==> src/rtl/aes_sbox_share_sequencer.sv <==
// ---------------------------------------------------------------------------
// aes_sbox_share_sequencer
//
// Shares one external fixed-latency AES S-box between two requesters. The
// round datapath submits a 16-byte SubBytes job and the key schedule submits
// a 4-byte SubWord job. A granted job is streamed through the S-box one byte
// per cycle. Results are gathered by byte index, and the job is returned as a
// whole word with a one-cycle done pulse.
//
// Ports
//   clk, reset                 clock, synchronous active-high reset
//   data_req/data_in/data_ack  SubBytes job request, 128-bit state, accept pulse
//   data_done/data_out         SubBytes completion pulse, held 128-bit result
//   key_req/key_in/key_ack     SubWord job request, 32-bit word, accept pulse
//   key_done/key_out           SubWord completion pulse, held 32-bit result
//   sbox_in/sbox_in_valid      byte issued to the S-box (zero when not valid)
//   sbox_out                   S-box result, SBOX_LATENCY cycles after issue
//   busy                       high in every state except IDLE
// ---------------------------------------------------------------------------
module aes_sbox_share_sequencer #(
  parameter int SBOX_LATENCY = 2
) (
  input  logic         clk,
  input  logic         reset,
  input  logic         data_req,
  input  logic [127:0] data_in,
  output logic         data_ack,
  output logic         data_done,
  output logic [127:0] data_out,
  input  logic         key_req,
  input  logic [31:0]  key_in,
  output logic         key_ack,
  output logic         key_done,
  output logic [31:0]  key_out,
  output logic [7:0]   sbox_in,
  output logic         sbox_in_valid,
  input  logic [7:0]   sbox_out,
  output logic         busy
);

  typedef enum logic [1:0] {
    ST_IDLE  = 2'd0,
    ST_ISSUE = 2'd1,
    ST_DRAIN = 2'd2,
    ST_DONE  = 2'd3
  } state_t;

  state_t         state_reg;
  state_t         state_next;

  logic           job_key_reg;   // owner of the job in flight: 1 = key, 0 = data
  logic           last_key_reg;  // owner of the most recent grant
  logic [127:0]   work_reg;
  logic [3:0]     idx_reg;
  logic [127:0]   result_reg;
  logic [127:0]   result_next;
  logic [127:0]   data_out_reg;
  logic [31:0]    key_out_reg;

  logic           grant_data;
  logic           grant_key;
  logic [3:0]     last_idx;
  logic           issue_last;
  logic           emerge_valid;
  logic [3:0]     emerge_idx;

  // If both requesters are active, the requester that was not granted last
  // wins. This gives strict alternation under sustained contention.
  assign grant_key  = key_req  & (~data_req | ~last_key_reg);
  assign grant_data = data_req & (~key_req  |  last_key_reg);

  assign last_idx   = job_key_reg ? 4'd3 : 4'd15;
  assign issue_last = (idx_reg == last_idx);

  // Delay line that tracks each issued byte's index alongside the S-box pipe.
  // The valid bit is cleared on reset, so results already inside the S-box
  // after an abandoned job are dropped.
  generate
    if (SBOX_LATENCY == 0) begin : g_no_delay
      assign emerge_valid = sbox_in_valid;
      assign emerge_idx   = idx_reg;
    end else begin : g_delay
      logic       pipe_valid_reg [SBOX_LATENCY];
      logic [3:0] pipe_idx_reg   [SBOX_LATENCY];
      for (genvar gi = 0; gi < SBOX_LATENCY; gi++) begin : g_stage
        if (gi == 0) begin : g_head
          always_ff @(posedge clk) begin
            if (reset) begin
              pipe_valid_reg[gi] <= 1'b0;
              pipe_idx_reg[gi]   <= 4'd0;
            end else begin
              pipe_valid_reg[gi] <= sbox_in_valid;
              pipe_idx_reg[gi]   <= idx_reg;
            end
          end
        end else begin : g_tail
          always_ff @(posedge clk) begin
            if (reset) begin
              pipe_valid_reg[gi] <= 1'b0;
              pipe_idx_reg[gi]   <= 4'd0;
            end else begin
              pipe_valid_reg[gi] <= pipe_valid_reg[gi-1];
              pipe_idx_reg[gi]   <= pipe_idx_reg[gi-1];
            end
          end
        end
      end
      assign emerge_valid = pipe_valid_reg[SBOX_LATENCY-1];
      assign emerge_idx   = pipe_idx_reg[SBOX_LATENCY-1];
    end
  endgenerate

  // FSM: state register
  always_ff @(posedge clk) begin
    if (reset) begin
      state_reg <= ST_IDLE;
    end else begin
      state_reg <= state_next;
    end
  end

  // FSM: next-state logic
  always_comb begin
    state_next = state_reg;
    case (state_reg)
      ST_IDLE: begin
        if (grant_data | grant_key) begin
          state_next = ST_ISSUE;
        end
      end
      ST_ISSUE: begin
        if (issue_last) begin
          state_next = (SBOX_LATENCY == 0) ? ST_DONE : ST_DRAIN;
        end
      end
      ST_DRAIN: begin
        if (emerge_valid && (emerge_idx == last_idx)) begin
          state_next = ST_DONE;
        end
      end
      ST_DONE: begin
        state_next = ST_IDLE;
      end
      default: begin
        state_next = ST_IDLE;
      end
    endcase
  end

  // FSM: outputs. Acks are suppressed while reset is high, so a request is
  // never acknowledged in a cycle where its capture is discarded.
  always_comb begin
    data_ack      = 1'b0;
    key_ack       = 1'b0;
    data_done     = 1'b0;
    key_done      = 1'b0;
    sbox_in_valid = 1'b0;
    sbox_in       = 8'd0;
    busy          = (state_reg != ST_IDLE);
    case (state_reg)
      ST_IDLE: begin
        data_ack = grant_data & ~reset;
        key_ack  = grant_key  & ~reset;
      end
      ST_ISSUE: begin
        sbox_in_valid = 1'b1;
        sbox_in       = work_reg[{idx_reg, 3'b000} +: 8];
      end
      ST_DONE: begin
        data_done = ~job_key_reg;
        key_done  =  job_key_reg;
      end
      default: begin
      end
    endcase
  end

  // Scatter the S-box result into its byte lane. The published outputs load
  // from result_next, so the byte captured on the last cycle is included.
  always_comb begin
    result_next = result_reg;
    if (emerge_valid) begin
      result_next[{emerge_idx, 3'b000} +: 8] = sbox_out;
    end
  end

  // Datapath registers
  always_ff @(posedge clk) begin
    if (reset) begin
      job_key_reg  <= 1'b0;
      last_key_reg <= 1'b0;
      work_reg     <= '0;
      idx_reg      <= 4'd0;
      result_reg   <= '0;
      data_out_reg <= '0;
      key_out_reg  <= '0;
    end else begin
      result_reg <= result_next;
      case (state_reg)
        ST_IDLE: begin
          idx_reg <= 4'd0;
          if (grant_key) begin
            work_reg     <= {96'd0, key_in};
            job_key_reg  <= 1'b1;
            last_key_reg <= 1'b1;
          end else if (grant_data) begin
            work_reg     <= data_in;
            job_key_reg  <= 1'b0;
            last_key_reg <= 1'b0;
          end
        end
        ST_ISSUE: begin
          idx_reg <= idx_reg + 4'd1;
        end
        default: begin
        end
      endcase
      // DONE is only reached from ISSUE or DRAIN. Each output is therefore
      // loaded exactly once per job, on the edge that enters DONE.
      if (state_next == ST_DONE) begin
        if (job_key_reg) begin
          key_out_reg <= result_next[31:0];
        end else begin
          data_out_reg <= result_next;
        end
      end
    end
  end

  assign data_out = data_out_reg;
  assign key_out  = key_out_reg;

endmodule
==> config.mk <==
export PLATFORM = sky130hd
export DESIGN_NAME = aes_sbox_share_sequencer
export DESIGN_NICKNAME = d
export VERILOG_FILES = /design/src/rtl/aes_sbox_share_sequencer.sv
export SDC_FILE = /design/constraint.sdc
export NUM_CORES = 1
export LEC_CHECK = 0
export BUFFER_PORTS_ARGS = -buffer_cell sky130_fd_sc_hd__buf_2
export CORE_MARGIN = 2
export CORE_UTILIZATION = 30
export CTS_BUF_LIST = sky130_fd_sc_hd__clkbuf_4
export DETAILED_ROUTE_END_ITERATION = 8
export PLACE_DENSITY = 0.48
export SYNTH_ARGS = -nofsm -noshare
export SYNTH_HDL_FRONTEND = slang
export SYNTH_SLANG_ARGS = --single-unit
==> constraint.sdc <==
create_clock -name clk -period 5.42 [get_ports clk]
set_input_delay 0.271 -clock clk [delete_from_list [all_inputs] [get_ports clk]]
set_output_delay 0.271 -clock clk [all_outputs]
set_load 0.02 [all_outputs]
Yosys cells after proc, flatten, opt, wreduce, memory -nomap -nowiden
Memory sizes are Yosys's and may differ from the RTL's.
Cells that the tools add are included.
W data, S select, Z words.
- add/sub/neg operators: 2
- multipliers: 0
- divide/modulo/power cells: 0
- order comparisons: 0
- eq/ne operators: 6
- shift-type cells: 3
- mux-type cells: 25
- bitwise operators: 15
- reductions and logical operators: 8
- operators by type and width (cell ; count):
    $mux W128 ; 3
    $bwmux W128 ; 1
    $shift A8 B9 Y128 const A ; 1
    $shiftx A128 B8 Y8 ; 1
    $shiftx A8 B9 Y128 ; 1
    $mux W1 ; 12
    $mux W4 ; 3
    $neg A7 Y9 ; 1
    $eq A4 B4 Y1 ; 2
    $mux W8 ; 1
    $pmux W2 S4 ; 1
    $pmux W4 S2 ; 1
    $or A1 B1 Y1 ; 7
    $eq A2 B2 Y1 const B ; 3
    $mux W2 ; 3
    $reduce_and A2 Y1 ; 3
    $reduce_bool A2 Y1 ; 3
    $add A4 B1 Y4 const B ; 1
    $and A1 B1 Y1 ; 4
    $not A1 Y1 ; 4
    $eq A2 B1 Y1 const B ; 1
    $logic_not A2 Y1 ; 1
    $logic_and A1 B1 Y1 ; 1
- register bits after elaboration: 423
- bits in latches: 0
- memory bits (writable): 10
- ROM bits: 0
- input bits: 172
- output and inout port bits: 174
- logic and storage cells: 68
- memories: 2
- memory list (memory ; words ; width ; read ports ; clocked after Yosys merged registers in ; write ports ; RTL line ; source):
    g_delay.pipe_idx_reg ; 2 ; 4 ; 2 ; 0 ; 2 ; 84 ; logic [3:0] pipe_idx_reg [SBOX_LATENCY];
    g_delay.pipe_valid_reg ; 2 ; 1 ; 2 ; 0 ; 2 ; 83 ; logic pipe_valid_reg [SBOX_LATENCY];

Logic depth before layout (Yosys ltp)
Gate-level depths: netlist of run 1.
- depth after elaboration: 8
- depth in mapped cells: 10
- mapped depth without buffers: 6

Worst setup path before layout of run 1
No wires, ideal clock.
- kind: register -> register
- from: memory g_delay.pipe_idx_reg[1][0]
- to: register key_out_reg[18], in the netlist key_out[18]
- setup time: 0.091 ns
- arrival time: 2.357 ns
- required time: 5.329 ns
- path slack: 2.972 ns
- cell stages (with the launch flop): 10
- path buffers: 3
- clock period less this slack: 2.448 ns
- cells stage by stage: dfxtp_1 -> buf_6 -> clkbuf_1 -> inv_1 -> ha_1 -> buf_2 -> or2_2 -> o31ai_1 -> nand2_1 -> a311oi_1
- RTL lines (element ; RTL line ; source):
    start: declaration ; 84 ;
    end signal: assignment ; 222 ; key_out_reg <= result_next[31:0];
    end: declaration ; 58 ; logic [31:0] key_out_reg;

Worst setup path in the final report of run 1
- from: register idx_reg[0]
- to: output sbox_in[3]
- word-level cells in the longest chain between the ends: 2
- ends and longest elaborated chain (element ; RTL line ; source):
    start: declaration ; 54 ; logic [3:0] idx_reg;
    start signal: assignment ; 213 ; idx_reg <= idx_reg + 4'd1;
    $shiftx A128 B8 Y8 ; 167 ; sbox_in = work_reg[{idx_reg, 3'b000} +: 8];
    $mux W8 ; 160 ; case (state_reg)
    end: declaration ; 35 ; output logic [7:0] sbox_in,
Every way passes these cells.

==> results of run 1 <==
==> synthesized netlist by cell type (3+ instances only) <==
cell and n:
dfxtp_1 433, nor2_1 198, a21oi_1 131, nand2_1 116
clkbuf_1 112, a22o_1 97, o21ai_0 93, mux2i_1 64
nand3_1 51, a211oi_1 50, a311oi_1 48, a222oi_1 32
mux4_2 32, buf_2 22, nand2b_1 19, a211oi_2 16
nor2b_1 16, and2_1 12, nor3b_1 12, and3_1 11
buf_1 9, nand4_1 9, inv_1 8, nand4b_1 8
o22ai_1 8, or2_2 5, ha_1 4, a31oi_1 3
nand3b_1 3
==> power groups by stage <==
stage / clock network (mW) / registers (mW) / logic, mW
finish: 2.98 / 3.29 / 0.535
global route: 3.28 / 3.29 / 0.574
CTS: 3.10 / 3.29 / 0.528
detailed placement: 0 / 3.36 / 0.370
global placement: 0 / 3.36 / 0.367
floorplan: 0 / 3.33 / 0.229
==> metal layers <==
layer | global-route usage | vias up | share of wire | wire length (µm)
li1 | - | 7279 | - | -
met1 | 0.236 | 7220 | 0.42 | 23600
met2 | 0.336 | 525 | 0.49 | 27500
met3 | 0.0595 | 90 | 0.074 | 4160
met4 | 0.0598 | 2 | 0.019 | 1070
met5 | 0 | - | 0.00023 | 13
==> what timing repair did <==
action                                  4_1_cts  5_1_grt
endpoints found under the setup margin        0        0
hold endpoints to repair                    257        0
hold buffers                                221        0
==> final timing paths <==
| check | cells after the start | slack [ns] | endpoint | startpoint |
|---|---|---|---|---|
| worst max-delay path | 5 | 1.80 | sbox_in[3] | idx_reg[0] |
| worst max register to register | 7 | 2.00 | result_reg[50] | g_delay.pipe_idx_reg[1][0] |
| worst min register to register | 1 | 0.39 | g_delay.pipe_idx_reg[1][0] | g_delay.pipe_idx_reg[0][0] |
| worst min-delay path | 4 | 0.12 | work_reg[61] | key_req |
==> per-stage QoR <==
stage | setup WS [ns] | area [µm²]
floorplan | 2.97 | 16400
global placement | 2.44 | 18600
detailed placement | 2.34 | 18600
CTS | 1.57 | 22400
global route | 1.52 | 22400
finish | 1.80 | 22400
==> tightest hold or removal path, cell delays in order <==
cell	delay, ns
buf_2	0.13
a2111oi_4	0.09
nor2b_4	0.21
a22o_1	0.25
==> kinds of logic after synthesis <==
logic type,after synthesis
fa+ha+maj,4
mux,96
buf+inv,154
simple gates,470
compound gates,494
flops,433
xor+xnor,2
==> cell usage in the layout, fill, tap and decap left out, types with 3 or more instances in the layout <==
cell,synthesis,routed
a211oi_1,50,50
a211oi_2,16,16
a21oi_1,131,131
a222oi_1,32,32
a22o_1,97,97
a311oi_1,48,48
and2_1,12,10
and3_1,11,11
buf_2,22,344
buf_4,1,22
clkbuf_4,0,184
clkinv_1,0,25
dfxtp_1,433,431
diode_2,0,5
dlygate4sd3_1,0,221
ha_1,4,4
inv_1,8,8
mux2i_1,64,64
mux4_2,32,32
nand2_1,116,116
nand2b_1,19,19
nand3_1,51,51
nand3b_1,3,3
nand4_1,9,9
nand4b_1,8,8
nor2_1,198,198
nor2b_1,16,14
nor3b_1,12,12
o21ai_0,93,93
o22ai_1,8,8
or2_2,5,5
==> cell type report <==
class	count	area [µm²]
multi-input cells	1066	7140
well taps	696	871
repair buffers	588	4110
inverters	8	30.0
flip-flops and latches	433	8670
clock buffers	184	1380
diodes	5	12.5
clock inverters	31	161
fillers	5345	31500
==> impl_results.md, run 1 <==
- MaxCap Viol Count: 0
- Post-cts sizing count: 0
- Simple-Gate Fraction of Synth Area: 0.132
- Fmax: between 0.2 and 0.3 GHz
- Core Footprint: roughly 54000 µm²
- Synth area leaders: dfxtp_1 (53%), a22o_1 (5.2%), nor2_1 (4.5%)
- FFs w/ async S/R, synth: 0
- Clock tree sinks: 433
- Syn Nets: 1829
- DR vias: 15100
- CTS root buf: clkbuf_4
- Die X: around 240 µm
- Leak Pwr: 8.91 nW
- Int Power: between 5 and 6 mW
- Rel. slew slack: 0.200
- Total GRT Usage: 0.196
- Crit path arrival time: 3.35 ns
- Worst vdd ir: 170 µV
- Complex-gate fraction of the synthesized area: 0.214
- Syn Std Cell Area: 16400 µm²
- Setup tns final: 0 ns
- Post-CTS Setup Repair Bufs: 0
- Status: complete, no violations
- GP Congestion: 0.769
- Clock tree buffer depth: 3
- H-Tree Depth: 3
- Detail Route Antenna Nets: 0
- Pin count of the biggest net entering global routing: 104
- Hold WS: roughly 0.12 ns
- Crit. End Element: output port
- Final clock skew: 0.0721 ns
- Unrepaired setup endpoints after global routing: no
- XOR/XNOR Fraction of Synth Area: 0.00107
- Port-buffer cells: 345
- Mux cell area share after synthesis: 0.0830
- Synth warn: 0
- Drc violations: 0
- NetSw: 1.69 mW
- Top-area cell type share of the netlist area: 0.529
- Placed cell count: roughly 2600
- Startpoint types: flip-flop
- Die H: approximately 240 µm
- EDFF count, synth: 0
- Largest area contributor in the netlist: dfxtp_1
- # IOs: 346
- Buf+Inv Stages, Crit Path: 2
- Number of global-route vias before repair: approximately 15000
- Avg Cell Area, Syn: 9.92 µm²
- TritonCTS clock tree: built
- First-pass GRT wire length: 87200 µm
- # nets final: between 2000 and 2500
- Fin. Hold Viols: 0
- DR iter-0 viols: roughly 1100
- Critical-path cell list: buf_4 > mux4_2 > mux2i_1 > o22ai_1 > buf_2
- CP top delay family: multiplexers
- Layout cells sized above 1: 0.271
- Post-Synth Adder-Cell Area: 0.00305
- Skew-Pair Late Insertion Delay: 0.89 ns
- Synth unique cells: 51
- HPWL after DPL: between 30000 and 40000 µm
- Area growth syn-to-layout: 36.5%
- Final Setup Violations: 0
- Seq/Total Area, Yosys: 0.529
- Seq pwr share: 0.483
- Final Max Tran Viols: 0
- Vias per Instance: 5.02
- Most used DFF post-synth: dfxtp_1
- First-pass DRT Iterations: 9
- Initial antenna violation count: 5
- Comb power frac: 0.079
- Post-Route Utilization: 0.415
- Hold Crit Class: in -> reg
- Starting Density: 0.304
- CTS buffer count: between 100 and 150
- Critical path fanouts, max: 23
- Post-Syn Instances: 1653
- Crit path largest cell delay: approximately 0.86 ns
- Largest family of logic cells by synthesized area: compound AO/OA/AOI/OAI gates
- WP data required: between 5 and 6 ns
- Power Total: 6.81 mW
- Gr ovfl total: 0
- Clock-pin slew on the worst setup and hold paths: 0.07 ns
- Die ar.: 56500 µm²
- Final std cells w/o fill: 3011
- Worst slew pin tran: between 1 and 1.5 ns
- Row cnt: 85
- WL final: approximately 56000 µm
- Final Cycle Share: 0.669
- Switching share of power: 0.248
- Clk network pwr share: 0.438
- Critical path class: reg -> out
- Power per cell area: 304 nW/µm²
- Crit path max-delay cell type: dfxtp_2
- WL per Instance: 18.7 µm
- Minimum clock period: roughly 3.6 ns
- FF+latch count, synth: 433
(Power assumes the default switching activity.)
==> inputs of run 2 (changes only) <==
PLACE_DENSITY = 0.5   (was 0.48)
clock period = 3 ns   (was 5.42 ns; I/O delays follow)
==> impl_results.md, run 2 (synthesized netlist as in run 1, its figures left out) <==
- Minimum clock period: 2.83 ns
- Critical path class: reg -> out
- Drc violations: 11
- GRT busiest layer: met2
- Final Setup Violations: 0
- Die ar.: approximately 57000 µm²
- Worst vdd ir: 371 µV
- DR iter-0 viols: between 1000 and 1500
- Port-buffer cells: 345
- Rel. slew slack: 0.376
- Post-Route Utilization: 0.448
- Die X: 238 µm
- Total GRT Usage: 0.206
- First-pass GRT wire length: 91300 µm
- Gr ovfl total: 0
- Violated checks: DRC
- Placed cell count: 2602
- Most common cell after layout, fill and taps aside: dfxtp_1
- Layout cells sized above 1: 0.267
- Fmax: 0.354 GHz
- WP data required: 2.85 ns
- WL final: 59600 µm
- Met2 usage: 0.351
- Setup WS pre-CTS: 0.479 ns
- H-Tree Depth: 3
- First-pass DRT Iterations: 9
- MaxCap Viol Count: 0
- Final Cycle Share: 0.943
- Initial antenna violation count: 5
- Final std cells w/o fill: 3185
- Startpoint types: flip-flop
- WL per Instance: 18.7 µm
- GR Util met1: 0.241
- Worst slew pin tran: 0.928 ns
- Final WS setup: about 0.17 ns
- Vias per Instance: 5.05
- Die H: 238 µm
- Crit. End Element: output port
- Final Max Tran Viols: 0
- Row cnt: 85
- Fillers: 5103
- Routing usage on met3: 0.0628
- DR vias: 16100
- Pin count of the biggest net entering global routing: 124
- Final clock skew: between 0.08 and 0.09 ns
- # nets final: 2563
- GP Congestion: 0.772
- Leak Pwr: about 10 nW
- Area growth syn-to-layout: 47.5%
- CTS buffer count: 117
- CTS root buf: clkbuf_4
- Starting Density: 0.304
- Status: complete, but fails checks
- Core Footprint: around 54000 µm²
- Clock tree buffer depth: 3
- Most frequent cells in the layout: dfxtp_1 (429), dlygate4sd3_1 (358), buf_2 (344)
- Skew-Pair Late Insertion Delay: 0.93 ns
- Hold Crit Class: in -> reg
- Crit path arrival time: 2.68 ns
- Clock-pin slew on the worst setup and hold paths: 0.06 ns
- # IOs: 346
- Power per cell area: 516 nW/µm²
- Critical path fanouts, max: 11
- Clock tree sinks: 433
- Detail Route Antenna Nets: 0
- HPWL after DPL: 37100 µm
- Number of global-route vias before repair: 16100
- Fin. Hold Viols: 0
- TritonCTS clock tree: built
==> run 2: cell count changes in the layout (fill, tap and decap cells not counted), moves of 3 or more <==
cell           delta
dlygate4sd3_1   +137
buf_4            +26
clkbuf_4         -15
buf_12           +10
diode_2           +6
clkinv_1          +3
clkinv_2          +3
mux2i_1           -3
mux2i_2           +3
==> run 2: cell type report <==
| cell class | instances | area (µm²) | share of cell area |
|---|---|---|---|
| clock buffer | 169 | 1270 | 0.0525 |
| clock inverter | 41 | 249 | 0.0103 |
| sequential | 433 | 8680 | 0.359 |
| timing repair buffer | 761 | 5880 | 0.243 |
| multi-input combinational | 1066 | 7170 | 0.296 |
| antenna | 11 | 27.5 | 0.00114 |
| inverter | 8 | 30.0 | 0.00124 |
| tap | 696 | 871 | 0.0360 |
==> run 2: routing by layer <==
metal | up-vias | part of all wire
met4 | 2 | 0.032
met2 | 609 | 0.49
met3 | 135 | 0.069
li1 | 7629 | -
met1 | 7704 | 0.40
met5 | - | 0.00020
==> run 2: timing repair <==
item,4_1_cts,5_1_grt
resized for setup,2,7
hold buffers,358,0
buffers inserted,4,0
endpoints found under the setup margin,7,24
hold endpoints to repair,332,0
==> run 2: worst paths after layout <==
| check | depth (start not counted) | to | from | slack (ns) |
|---|---|---|---|---|
| min | 3 | work_reg[82] | data_in[82] | 0.08 |
| max reg2reg | 7 | work_reg[6] | state_reg[1] | 0.19 |
| max | 5 | sbox_in[4] | idx_reg[1] | 0.17 |
| min reg2reg | 1 | g_delay.pipe_valid_reg[1] | g_delay.pipe_valid_reg[0] | 0.37 |
==> run 2: stage by stage <==
stage	TNS, ns	total power [mW]	instance area, µm²	hold WS, ns
3_5_place_dp	0	6.77	19000	0.369
5_1_grt	-0.0300	13.0	24200	0.00377
3_3_place_gp	0	6.76	19000	0.366
2_1_floorplan	0	6.43	16400	0.283
6_report	0	12.5	24200	0.0794
4_1_cts	0	12.6	24100	0.00145
==> run 2: power by group <==
group	internal (mW)	leakage [nW]	switching [mW]	total, mW
clock	2.77	0.893	2.61	5.38
sequential	5.85	3.50	0.0744	5.93
combinational	0.666	5.37	0.504	1.17
==> run 2: worst max-delay path: stages, from the launching register on <==
cell and delay (ns):
dfxtp_4 0.46, buf_4 0.24, mux4_2 0.50, mux2i_1 0.28, o22ai_1 0.14, buf_2 0.18
==> inputs of run 3 (changes only) <==
CELL_PAD_IN_SITES_DETAIL_PLACEMENT = 0   (was default)
CELL_PAD_IN_SITES_GLOBAL_PLACEMENT = 1   (was default)
PLACE_DENSITY = 0.62   (was 0.5)
==> impl_results.md, run 3 (synthesized netlist as in run 1, its figures left out) <==
- DP Area: 18900 µm²
- Minimum clock period: between 2 and 3 ns
- # nets final: roughly 2500
- Die X: between 200 and 250 µm
- Vias per Instance: 5.03
- Clock tree buffer depth: 3
- Critical path fanouts, max: 33
- Most common cell after layout, fill and taps aside: dfxtp_1
- Crit. End Element: flip-flop
- Total GRT Usage: 0.198
- Final Cycle Share: 0.942
- Initial antenna violation count: 6
- First-pass DRT Iterations: 9
- DR iter-0 viols: 1209
- # IOs: 346
- TritonCTS clock tree: built
- WL final: 57400 µm
- Critical-path cell list: nor2_1 > and3_1 > buf_4 > a222oi_1 > dlygate4sd3_1 > nor2_1 > dlygate4sd3_1
- Worst vdd ir: between 200 and 300 µV
- Crit path max-delay cell type: dlygate4sd3_1
- Hold Crit Class: in -> reg
- Core Footprint: 53900 µm²
- Final Max Tran Viols: 0
- DR vias: ~15000
- Number of global-route vias before repair: 15700
- Power per cell area: 517 nW/µm²
- Crit path arrival time: 3.55 ns
- Pin count of the biggest net entering global routing: 172
- Setup tns final: 0 ns
- Clock-pin slew on the worst setup and hold paths: 0.06 ns
- Placed cell count: 2587
- Worst slew pin tran: between 1 and 1.5 ns
- Fillers: 5210
- Status: complete, no violations
- Detail Route Antenna Nets: 0
- Port-buffer cells: 345
- H-Tree Depth: 3
- Layout cells sized above 1: 0.266
- WP data required: 3.72 ns
- Clock tree sinks: 433
- Startpoint types: flip-flop
- Rel. slew slack: 0.171
- Most frequent cells in the layout: dfxtp_1 (430), buf_2 (344), dlygate4sd3_1 (296)
- Row cnt: 85
- Final clock skew: 0.0467 ns
- CP top delay family: buffers and inverters
- Post-CTS Setup Repair Bufs: 0
- Drc violations: 0
- Final std cells w/o fill: 3078
- Post-Layout Inst Area: between 20000 and 25000 µm²
- Leak Pwr: 9.27 nW
- GP Congestion: 0.774
- Die H: 238 µm
- Critical path class: reg -> reg
- First-pass GRT wire length: 88100 µm
- Power Total: 12.0 mW
- Fmax: 0.354 GHz
- Skew-Pair Late Insertion Delay: 0.84 ns
- HPWL after DPL: ~36000 µm
- Buf+Inv Stages, Crit Path: 3
- Crit path largest cell delay: 0.62 ns
- Unrepaired setup endpoints after global routing: yes
- Starting Density: 0.304
- CTS buffer count: 116
- CTS root buf: clkbuf_4
- Fin. Hold Viols: 0
- WL per Instance: 18.6 µm
- Final Setup Violations: 0
- Area growth syn-to-layout: 42.0%
- Die ar.: 56500 µm²
- Gr ovfl total: 0
- MaxCap Viol Count: 0
==> run 3: cell types whose count changed in the layout (fill, tap and decap cells not counted), sizes merged <==
cell / change
inv: +1
clkbuf: -3
bufinv: -1
buf: -19
dlygate4sd3: -62
bufbuf: +1
clkinv: -14
diode: -9
clkinvlp: -1
==> run 3: area by class of cell <==
| type | count | area (µm²) | area share |
|---|---|---|---|
| Sequential cell | 433 | 8680 | 0.373 |
| Multi-Input combinational cell | 1066 | 7150 | 0.307 |
| Timing Repair Buffer | 682 | 5170 | 0.222 |
| Clock buffer | 165 | 1240 | 0.0532 |
| Tap cell | 696 | 871 | 0.0374 |
| Clock inverter | 26 | 146 | 0.00629 |
| Inverter | 8 | 30.0 | 0.00129 |
| Antenna cell | 2 | 5.00 | 0.000215 |
==> run 3: path summary, 6_finish.rpt <==
check,slack [ns],start,depth (start not counted),endpoint
worst min register to register,0.42,g_delay.pipe_idx_reg[0][2],1,g_delay.pipe_idx_reg[1][2]
worst max-delay path,0.17,state_reg[0],7,work_reg[6]
worst min-delay path,0.10,data_in[96],3,work_reg[96]
worst max register to register,0.17,state_reg[0],7,work_reg[6]
==> run 3: tightest hold or removal path, cell delays in order <==
cell	delay (ns)
dlygate4sd3_1	0.52
buf_2	0.10
a22o_1	0.11
==> run 3: where the power goes <==
part	switching (mW)	total, mW	internal (mW)
clock network	2.43	5.02	2.59
logic	0.475	1.08	0.610
registers	0.0746	5.93	5.86
total	2.98	12.0	9.05
==> run 3: repair_timing <==
action | in CTS | in global routing
cloned | 1 | 1
hold buffers | 296 | 0
endpoints found under the setup margin | 6 | 7
resized for setup | 2 | 5
endpoints found under the hold margin | 309 | 0
pin swaps | 0 | 0
==> run 3: metal layers <==
layer / GRT usage / share of wire / vias to the layer above
li1: - / - / 7437
met1: 0.237 / 0.41 / 7351
met2: 0.340 / 0.49 / 569
met3: 0.0577 / 0.074 / 117
met4: 0.0680 / 0.027 / 2
met5: 0 / 0.00023 / -
==> run 3: per-stage QoR <==
step                setup WS (ns)   util  hold slack [ns]
floorplan                   0.552      -            0.283
finish                      0.175  0.432            0.105
detailed placement          0.560  0.350            0.369
CTS                       0.00738  0.431          0.00128
global route              -0.0155  0.432           0.0277
global placement            0.624  0.350            0.366
